### config.mk
export PLATFORM = sky130hd
export DESIGN_NAME = pulse_capture_flat
export DESIGN_NICKNAME = d
export VERILOG_FILES = /design/src/rtl/pulse_capture_if.sv /design/src/rtl/pulse_capture.sv /design/src/flat_wrapper.sv
export SDC_FILE = /design/constraint.sdc
export NUM_CORES = 1
export LEC_CHECK = 0
export CORE_ASPECT_RATIO = 1.5
export CORE_MARGIN = 2
export CORE_UTILIZATION = 58
export CTS_CLUSTER_SIZE = 8
export DETAILED_ROUTE_END_ITERATION = 6
export PLACE_DENSITY = 0.86
export SYNTH_ARGS = -nofsm -noshare
export SYNTH_HDL_FRONTEND = slang
export SYNTH_SLANG_ARGS = --single-unit
export TNS_END_PERCENT = 30
### constraint.sdc
create_clock -name clk -period 4.75 [get_ports clk]
set_clock_uncertainty 0.05 [all_clocks]
set_input_delay 0.7125 -clock clk [delete_from_list [all_inputs] [get_ports clk]]
set_output_delay 0.7125 -clock clk [all_outputs]
set_load 0.01 [all_outputs]
### src/rtl/pulse_capture_if.sv
// Control/result bundle for pulse_capture: arming, mode, measured pin, timeout limit and the
// valid/ack result handshake with its timeout/overrun pulses.
interface pulse_capture_if #(parameter int COUNTER_SIZE = 32);
  logic                    enable;
  logic [7:0]              captureMode;
  logic                    sig_in;
  logic [COUNTER_SIZE-1:0] timeout_value;
  logic                    ack;
  logic [COUNTER_SIZE-1:0] period;
  logic [COUNTER_SIZE-1:0] width;
  logic                    valid;
  logic                    timeout;
  logic                    overrun;

  modport master (
    output enable, captureMode, sig_in, timeout_value, ack,
    input  period, width, valid, timeout, overrun
  );

  modport slave (
    input  enable, captureMode, sig_in, timeout_value, ack,
    output period, width, valid, timeout, overrun
  );
endinterface

### src/rtl/pulse_capture.sv
// Input capture: period and active width of sig_in in clk cycles; edges act SYNC_STAGES+1 cycles after the pin.
// Result held until ack; a result that lands while one is still unconsumed is dropped and flagged as overrun.
module pulse_capture #(
  parameter int COUNTER_SIZE = 32,
  parameter int SYNC_STAGES  = 2
) (
  input logic            clk,
  input logic            reset,
  pulse_capture_if.slave bus
);
  typedef enum logic [2:0] {IDLE, WAIT_EDGE, ACTIVE, REST, DONE} state_t;

  localparam logic [COUNTER_SIZE-1:0] ONE = {{(COUNTER_SIZE-1){1'b0}}, 1'b1};

  state_t                  state;
  logic [SYNC_STAGES-1:0]  sync;
  logic                    act;
  logic                    act_q;
  logic                    lvl_low;
  logic                    single_shot;
  logic [COUNTER_SIZE-1:0] cnt;
  logic [COUNTER_SIZE-1:0] cnt_inc;
  logic [COUNTER_SIZE-1:0] width_tmp;
  logic [COUNTER_SIZE-1:0] period_q;
  logic [COUNTER_SIZE-1:0] width_q;
  logic                    valid_q;
  logic                    timeout_q;
  logic                    overrun_q;
  logic                    active_edge;
  logic                    inactive_edge;
  logic                    phase_expired;
  logic                    unused_mode;

  assign act           = sync[SYNC_STAGES-1] ^ lvl_low;
  assign active_edge   = act & ~act_q;
  assign inactive_edge = ~act & act_q;
  assign cnt_inc       = cnt + ONE;
  // An all-ones counter is treated as an expired phase even with the timeout disabled.
  assign phase_expired = ((bus.timeout_value != '0) && (cnt_inc == bus.timeout_value)) || (cnt == '1);
  assign unused_mode   = ^bus.captureMode[7:2];

  assign bus.period  = period_q;
  assign bus.width   = width_q;
  assign bus.valid   = valid_q;
  assign bus.timeout = timeout_q;
  assign bus.overrun = overrun_q;

  always_ff @(posedge clk) begin
    if (reset) begin
      state       <= IDLE;
      sync        <= '0;
      act_q       <= 1'b0;
      lvl_low     <= 1'b0;
      single_shot <= 1'b0;
      cnt         <= '0;
      width_tmp   <= '0;
      period_q    <= '0;
      width_q     <= '0;
      valid_q     <= 1'b0;
      timeout_q   <= 1'b0;
      overrun_q   <= 1'b0;
    end else begin
      sync      <= {sync[SYNC_STAGES-2:0], bus.sig_in};
      act_q     <= act;
      timeout_q <= 1'b0;
      overrun_q <= 1'b0;
      if (bus.ack) valid_q <= 1'b0;

      if (!bus.enable) begin
        state       <= IDLE;
        cnt         <= '0;
        lvl_low     <= bus.captureMode[0];
        single_shot <= bus.captureMode[1];
      end else begin
        case (state)
          IDLE: begin
            state <= WAIT_EDGE;
            cnt   <= '0;
          end
          WAIT_EDGE: begin
            if (active_edge) begin
              state <= ACTIVE;
              cnt   <= '0;
            end
          end
          ACTIVE: begin
            if (inactive_edge) begin
              width_tmp <= cnt_inc;
              cnt       <= cnt_inc;
              state     <= REST;
            end else if (phase_expired) begin
              timeout_q <= 1'b1;
              cnt       <= '0;
              state     <= WAIT_EDGE;
            end else begin
              cnt <= cnt_inc;
            end
          end
          REST: begin
            // The closing active edge also opens the next measurement.
            if (active_edge) begin
              if (!valid_q || bus.ack) begin
                period_q <= cnt_inc;
                width_q  <= width_tmp;
                valid_q  <= 1'b1;
              end else begin
                overrun_q <= 1'b1;
              end
              cnt   <= '0;
              state <= single_shot ? DONE : ACTIVE;
            end else if (phase_expired) begin
              timeout_q <= 1'b1;
              cnt       <= '0;
              state     <= WAIT_EDGE;
            end else begin
              cnt <= cnt_inc;
            end
          end
          DONE:    state <= DONE;
          default: state <= IDLE;
        endcase
      end
    end
  end
endmodule
### src/flat_wrapper.sv
// flat-port wrapper written by rule: the top's interface ports become plain ports
module pulse_capture_flat 
#(
  parameter int COUNTER_SIZE = 32,
  parameter int SYNC_STAGES  = 2
)
  (clk, reset, bus_enable, bus_captureMode, bus_sig_in, bus_timeout_value, bus_ack, bus_period, bus_width, bus_valid, bus_timeout, bus_overrun);
  pulse_capture_if #(.COUNTER_SIZE(COUNTER_SIZE)) bus_i ();
  input logic clk;
  input logic reset;
  input wire logic [$bits(bus_i.enable)-1:0] bus_enable;
  input wire logic [$bits(bus_i.captureMode)-1:0] bus_captureMode;
  input wire logic [$bits(bus_i.sig_in)-1:0] bus_sig_in;
  input wire logic [$bits(bus_i.timeout_value)-1:0] bus_timeout_value;
  input wire logic [$bits(bus_i.ack)-1:0] bus_ack;
  output wire logic [$bits(bus_i.period)-1:0] bus_period;
  output wire logic [$bits(bus_i.width)-1:0] bus_width;
  output wire logic [$bits(bus_i.valid)-1:0] bus_valid;
  output wire logic [$bits(bus_i.timeout)-1:0] bus_timeout;
  output wire logic [$bits(bus_i.overrun)-1:0] bus_overrun;
  assign bus_i.enable = bus_enable;
  assign bus_i.captureMode = bus_captureMode;
  assign bus_i.sig_in = bus_sig_in;
  assign bus_i.timeout_value = bus_timeout_value;
  assign bus_i.ack = bus_ack;
  assign bus_period = bus_i.period;
  assign bus_width = bus_i.width;
  assign bus_valid = bus_i.valid;
  assign bus_timeout = bus_i.timeout;
  assign bus_overrun = bus_i.overrun;
  pulse_capture #(.COUNTER_SIZE(COUNTER_SIZE), .SYNC_STAGES(SYNC_STAGES)) u_core (.clk(clk), .reset(reset), .bus(bus_i));
endmodule
; Word-level counts from Yosys, hierarchy flattened
; Cells that the tools add are included.
[classes]
eq_ne = 7
n_mux = 21
addsub = 1
bitwise_logic = 8
n_reduce_logical = 12
[op_table]
columns = cell, count
row1 = $mux W32, 4
row2 = $pmux W32 S4, 1
row3 = $add A32 B1 Y32 const B, 1
row4 = $eq A32 B32 Y1, 1
row5 = $eq A32 B32 Y1 const B, 1
row6 = $reduce_bool A32 Y1, 1
row7 = $mux W3, 5
row8 = $pmux W3 S5, 1
row9 = $mux W1, 9
row10 = $eq A3 B2 Y1 const B, 2
row11 = $not A1 Y1, 5
row12 = $reduce_and A4 Y1, 1
row13 = $reduce_bool A4 Y1, 1
row14 = $reduce_or A4 Y1, 1
row15 = $eq A3 B1 Y1 const B, 1
row16 = $eq A3 B3 Y1 const B, 1
row17 = $logic_not A3 Y1, 1
row18 = $reduce_and A3 Y1, 1
row19 = $and A1 B1 Y1, 2
row20 = $logic_or A1 B1 Y1, 2
row21 = $ne A2 B1 Y1 const B, 1
row22 = $pmux W1 S2, 1
row23 = $reduce_and A2 Y1, 1
row24 = $reduce_or A2 Y1, 1
row25 = other kinds (3), 3
[word_totals]
ff_bits = 139
out_inout_bits = 67

; Logic depth before layout (Yosys ltp)
[depth]
depth_word = 7
depth_mapped = 14
mapped_depth_nobuf = 10

; Worst setup path before layout
; No wires, ideal clock.
[synth_path]
kind = register to register
start = register u_core.cnt[1]
end = register u_core.cnt[5]
slack_ns = 1.805
required_ns = 4.576
path_buffers = 4
setup_time_ns = 0.124
path_stages_with_launch = 15
t_arrival_ns = 2.771
cell_sequence = dfxtp_1 -> ha_1 -> buf_2 -> and3_1 -> buf_2 -> nand3_1 -> or3_1 -> clkbuf_1 -> xnor2_1 -> o2111ai_1 -> nor4_2 -> nand4_2 -> buf_6 -> a31oi_1 -> o22ai_1
[synth_between]
elab_chain_cells = 7
elab_cells_between_ends = 9
cone_classes = add/sub: 1 / eq/ne: 2 / mux: 4 / reduce/logical: 2
[synth_lines]
columns = element, line
row1 = start: declaration, pulse_capture.sv:21  ; logic [COUNTER_SIZE-1:0] cnt;
row2 = start signal: assignment, pulse_capture.sv:89  ; cnt <= cnt_inc;
row3 = start signal: assignment, pulse_capture.sv:96  ; cnt <= cnt_inc;
row4 = start signal: assignment, pulse_capture.sv:116  ; cnt <= cnt_inc;
row5 = $add A32 B1 Y32, pulse_capture.sv:37  ; assign cnt_inc = cnt + ONE;
row6 = $eq A32 B32 Y1, pulse_capture.sv:39  ; assign phase_expired = ((bus.timeout_value != '0) && (cnt_inc == bus.timeout_value)) || (cnt == '1);
row7 = $logic_and A1 B1 Y1, pulse_capture.sv:39
row8 = $logic_or A1 B1 Y1, pulse_capture.sv:39
row9 = $mux W32, "pulse_capture.sv:91, pulse_capture.sv:111"
row10 = $mux W32 (on tied branches), "pulse_capture.sv:101, pulse_capture.sv:87"
row11 = $pmux W32 S4 (*), pulse_capture.sv:75  ; case (state)
; Mark *: on every way between the ends. The rest lies on a longest branch, timed or not.
; A chain may end at the register's enable or synchronous reset.

; Final worst setup path
; Ends and elaborated chain as after synthesis.

==> qor.csv <==
stage,metric,value,unit
synth,post-synth top area share,40.1,%
clock_tree,clock-pin slew on the worst setup and hold paths,0.06,ns
hold_path,HP Start,u_core.sync[0]$_SDFF_PP0_,
clock_tree,CTS tree,built,
sta,final setup TNS,0,ns
synth,sequential fraction of the synthesis area,40.1,%
clock_tree,postcts setup bufs,0,
setup_path,Crit path max-delay family,simple AND/OR/NAND/NOR gates,
finish,post-route insts no fill,1086,
floorplanning,row cnt,48,
clock_tree,Num CTS Buffers,17,
route,DRC,0,
setup_path,Crit path arrival time,4.18,ns
floorplanning,io pins,112,
synth,Post-synth ARST share,0,%
route,DRT Wirelength,19600,µm
grt,total congestion overflow,0,
place,post-DP HPWL,14000,µm
setup_path,Worst Path Required,4.99,ns
power,total chip power,2540,µW
finish,Final #Nets,969,
clock_tree,CTS Hold Bufs,0,
synth,top_reg_cell synth,dfxtp_1,
power,Leak Pwr,0.00274,µW
floorplanning,Die Height,138,µm
setup_path,Setup crit end kind,flop,
setup_path,Critical R2R Capture,u_core.cnt[5]$_SDFFE_PP0P_,
synth,Synth Area per Inst,8.11,µm²
route,Routed Antenna Nets,0,
route,DRT iter0 DRCs,511,
sta,Slew @ Worst Pin,1.09,ns
outcome,status,"complete, no violations",
clock_tree,number of gates resized after cts,0,
route,DRT Pass-1 Iters,5,
setup_path,Critical path origin,u_core.cnt[1]$_SDFFE_PP0P_,
setup_path,cell depth of the worst setup path,12,
synth,synthesized cell area,6940,µm²
sta,RSZ-0062 raised after global routing,false,
power,Worst IR Drop VDD,0.242,mV
synth,"EDFF count, synth",0,
grt,grt met2 use,52.4,%
route,vias per cell,6.12,
clock_tree,CTS Buffer Depth,2,
synth,biggest area consumer among synthesized cells,dfxtp_1,
hold_path,Worst Hold Class,flop to flop,
grt,busiest grt layer,met2,
sta,final max-slew violation count,0,
setup_path,internal reg-to-reg setup slack,0.81,ns
synth,Mapped Cells,856,
power,power density cells,298,nW/µm²
floorplanning,die width,93.3,µm
synth,"Distinct cells, synth",61,
grt,largest net degree at the start of global routing,102,
setup_path,crit path max fanout,44,
place,placed insts,1054,
sta,Final period util,83.0,%
finish,P&R area growth vs syn,23.1,%
grt,met3 GRT Util,5.54,%
finish,number of fill cells,880,
synth,#FFs+latches synth,139,
setup_path,kind of critical path,flop to flop,
floorplanning,Core Box Area,11600,µm²
grt,initial antenna violation count,0,
grt,vias in the first global route,6214,
setup_path,CP Launch Type,flop,
synth,Area contributors post-synth,"dfxtp_1 (40%), a211oi_1 (6.8%), nand2_1 (6.6%), nor2_1 (5.4%), xnor2_1 (3.8%)",
synth,"Net Count, Synth",902,
sta,final setup fails,0,
grt,met1 usage,36.7,%
synth,synth cell count leaders,"dfxtp_1 (139), nand2_1 (122), nor2_1 (100)",
setup_path,Critical R2R Launch,u_core.cnt[1]$_SDFFE_PP0P_,
route,routed length per placed instance,18.1,µm
grt,first-pass GRT wire length,31200,µm
setup_path,"Slowest-stage cell, CP",nor4_1,
finish,fin area,8550,µm²
synth,yosys warns,0,
run,Max-Cap Viols,0,
finish,ant diodes,0,
setup_path,critical-path cell list,ha_1 -> nand3_1 -> nor2_1 -> nand3_1 -> xnor2_1 -> o22ai_1 -> nor4_1 -> nand4_2 -> buf_4 -> nand2_1 -> buf_4 -> o22ai_1,
setup_path,Reg2Reg Depth,12,
finish,share of post-route cells with drive strength above 1,6.94,%
sta,Hold Fails Final Rpt,0,
sta,time the worst path needs with I/O delays and setup,3.94,ns
clock_tree,Root Buffer,clkbuf_16,
sta,fmax,0.254,GHz
clock_tree,CTS H-tree depth,4,
sta,Slew HR,27.3,%
clock_tree,CTS sink cnt,139,
floorplanning,initial core utilization,59.9,%
setup_path,Worst path max stage delay,0.53,ns
grt,GRT Util Overall,31.1,%
setup_path,Setup crit end,u_core.cnt[5]$_SDFFE_PP0P_,
setup_path,crit path buf inv count,2,
route,via count,6650,
place,placement-stage cell area,7980,µm²
floorplanning,Die ar.,12900,µm²
synth,"count leader, synth",dfxtp_1,
clock_tree,later-pin clock latency in the skew report,0.43,ns
place,Port Buffers,105,
place,placer's final routability congestion estimate,0.988,
-- metrics by stage --
| stage | setup WS, ns | hold WS, ns | util (%) |
|---|---|---|---|
| 2_1_floorplan | 1.80 | 0.364 | - |
| 3_3_place_gp | 0.934 | 0.381 | 68.8 |
| 3_5_place_dp | 0.902 | 0.394 | 68.8 |
| 4_1_cts | 0.900 | 0.401 | 73.7 |
| 5_1_grt | 0.620 | 0.408 | 73.7 |
| 6_report | 0.809 | 0.398 | 73.7 |
-- area by class of cell --
cell class / count / area [µm²] / share of cell area, %
multi-input cells: 628 / 3790 / 44.4
flip-flops and latches: 139 / 2780 / 32.6
repair buffers: 118 / 1140 / 13.4
clock buffers: 17 / 425 / 4.98
well taps: 150 / 188 / 2.20
clock inverters: 15 / 144 / 1.68
inverters: 19 / 71.3 / 0.834
-- metal layers --
metal	routed length (µm)	vias up
met4	1100	0
met5	0	-
met1	7480	3081
met3	1210	69
met2	9840	294
li1	-	3206
-- power by group --
part	switching, µW	leakage [µW]	internal (µW)
clock	567	0.000275	694
combinational	58.6	0.00134	52.0
sequential	2.98	0.00112	1170
total	629	0.00274	1920
-- state kept, by name (all words and copies together) (netlist names) --
register / count
u_core.sync: 2
u_core.lvl_low: 1
u_core.bus.overrun: 1
u_core.width_tmp: 32
u_core.single_shot: 1
u_core.bus.valid: 1
u_core.state: 3
u_core.bus.timeout: 1
u_core.bus.width: 32
u_core.act_q: 1
u_core.cnt: 32
u_core.bus.period: 32
-- cell families (layout without fill, tap and decap cells) --
| logic type | Yosys count | after routing | synth area share [%] |
|---|---|---|---|
| buffers and inverters | 89 | 169 | 5.46 |
| AND/OR/NAND/NOR | 378 | 378 | 27.9 |
| XOR/XNOR | 48 | 48 | 6.65 |
| adder cells (fa/ha/maj) | 1 | 1 | 0.180 |
| AO/OA/AOI/OAI | 192 | 192 | 18.4 |
| multiplexers | 9 | 9 | 1.30 |
| flip-flops | 139 | 139 | 40.1 |
-- cell usage in the layout, fill, tap and decap left out, drive strengths merged, types with 9 or more instances in the layout --
cell,count
dfxtp,139
nand2,122
clkdlybuf4s50,104
nor2,100
a211oi,63
a21oi,47
nand3,35
nand4,33
xnor2,30
inv,29
nor4,22
o21ai,20
a31oi,17
clkbuf,17
xor2,15
o211ai,15
buf,14
nor3,10
and2,10
mux2i,9
-- worst min-delay path by stage --
stage / endpoint / slack, ns / cells past startpoint
6_report: u_core.sync[1]$_SDFF_PP0_ / 0.40 / 1
5_1_grt: u_core.sync[1]$_SDFF_PP0_ / 0.41 / 1
4_1_cts: u_core.sync[1]$_SDFF_PP0_ / 0.40 / 1
3_5_place_dp: u_core.bus.width[30]$_SDFFE_PP0P_ / 0.39 / 2
3_3_place_gp: u_core.sync[1]$_SDFF_PP0_ / 0.38 / 1
2_1_floorplan: u_core.sync[1]$_SDFF_PP0_ / 0.36 / 1
No activity file was read; power rests on OpenSTA's default activity.
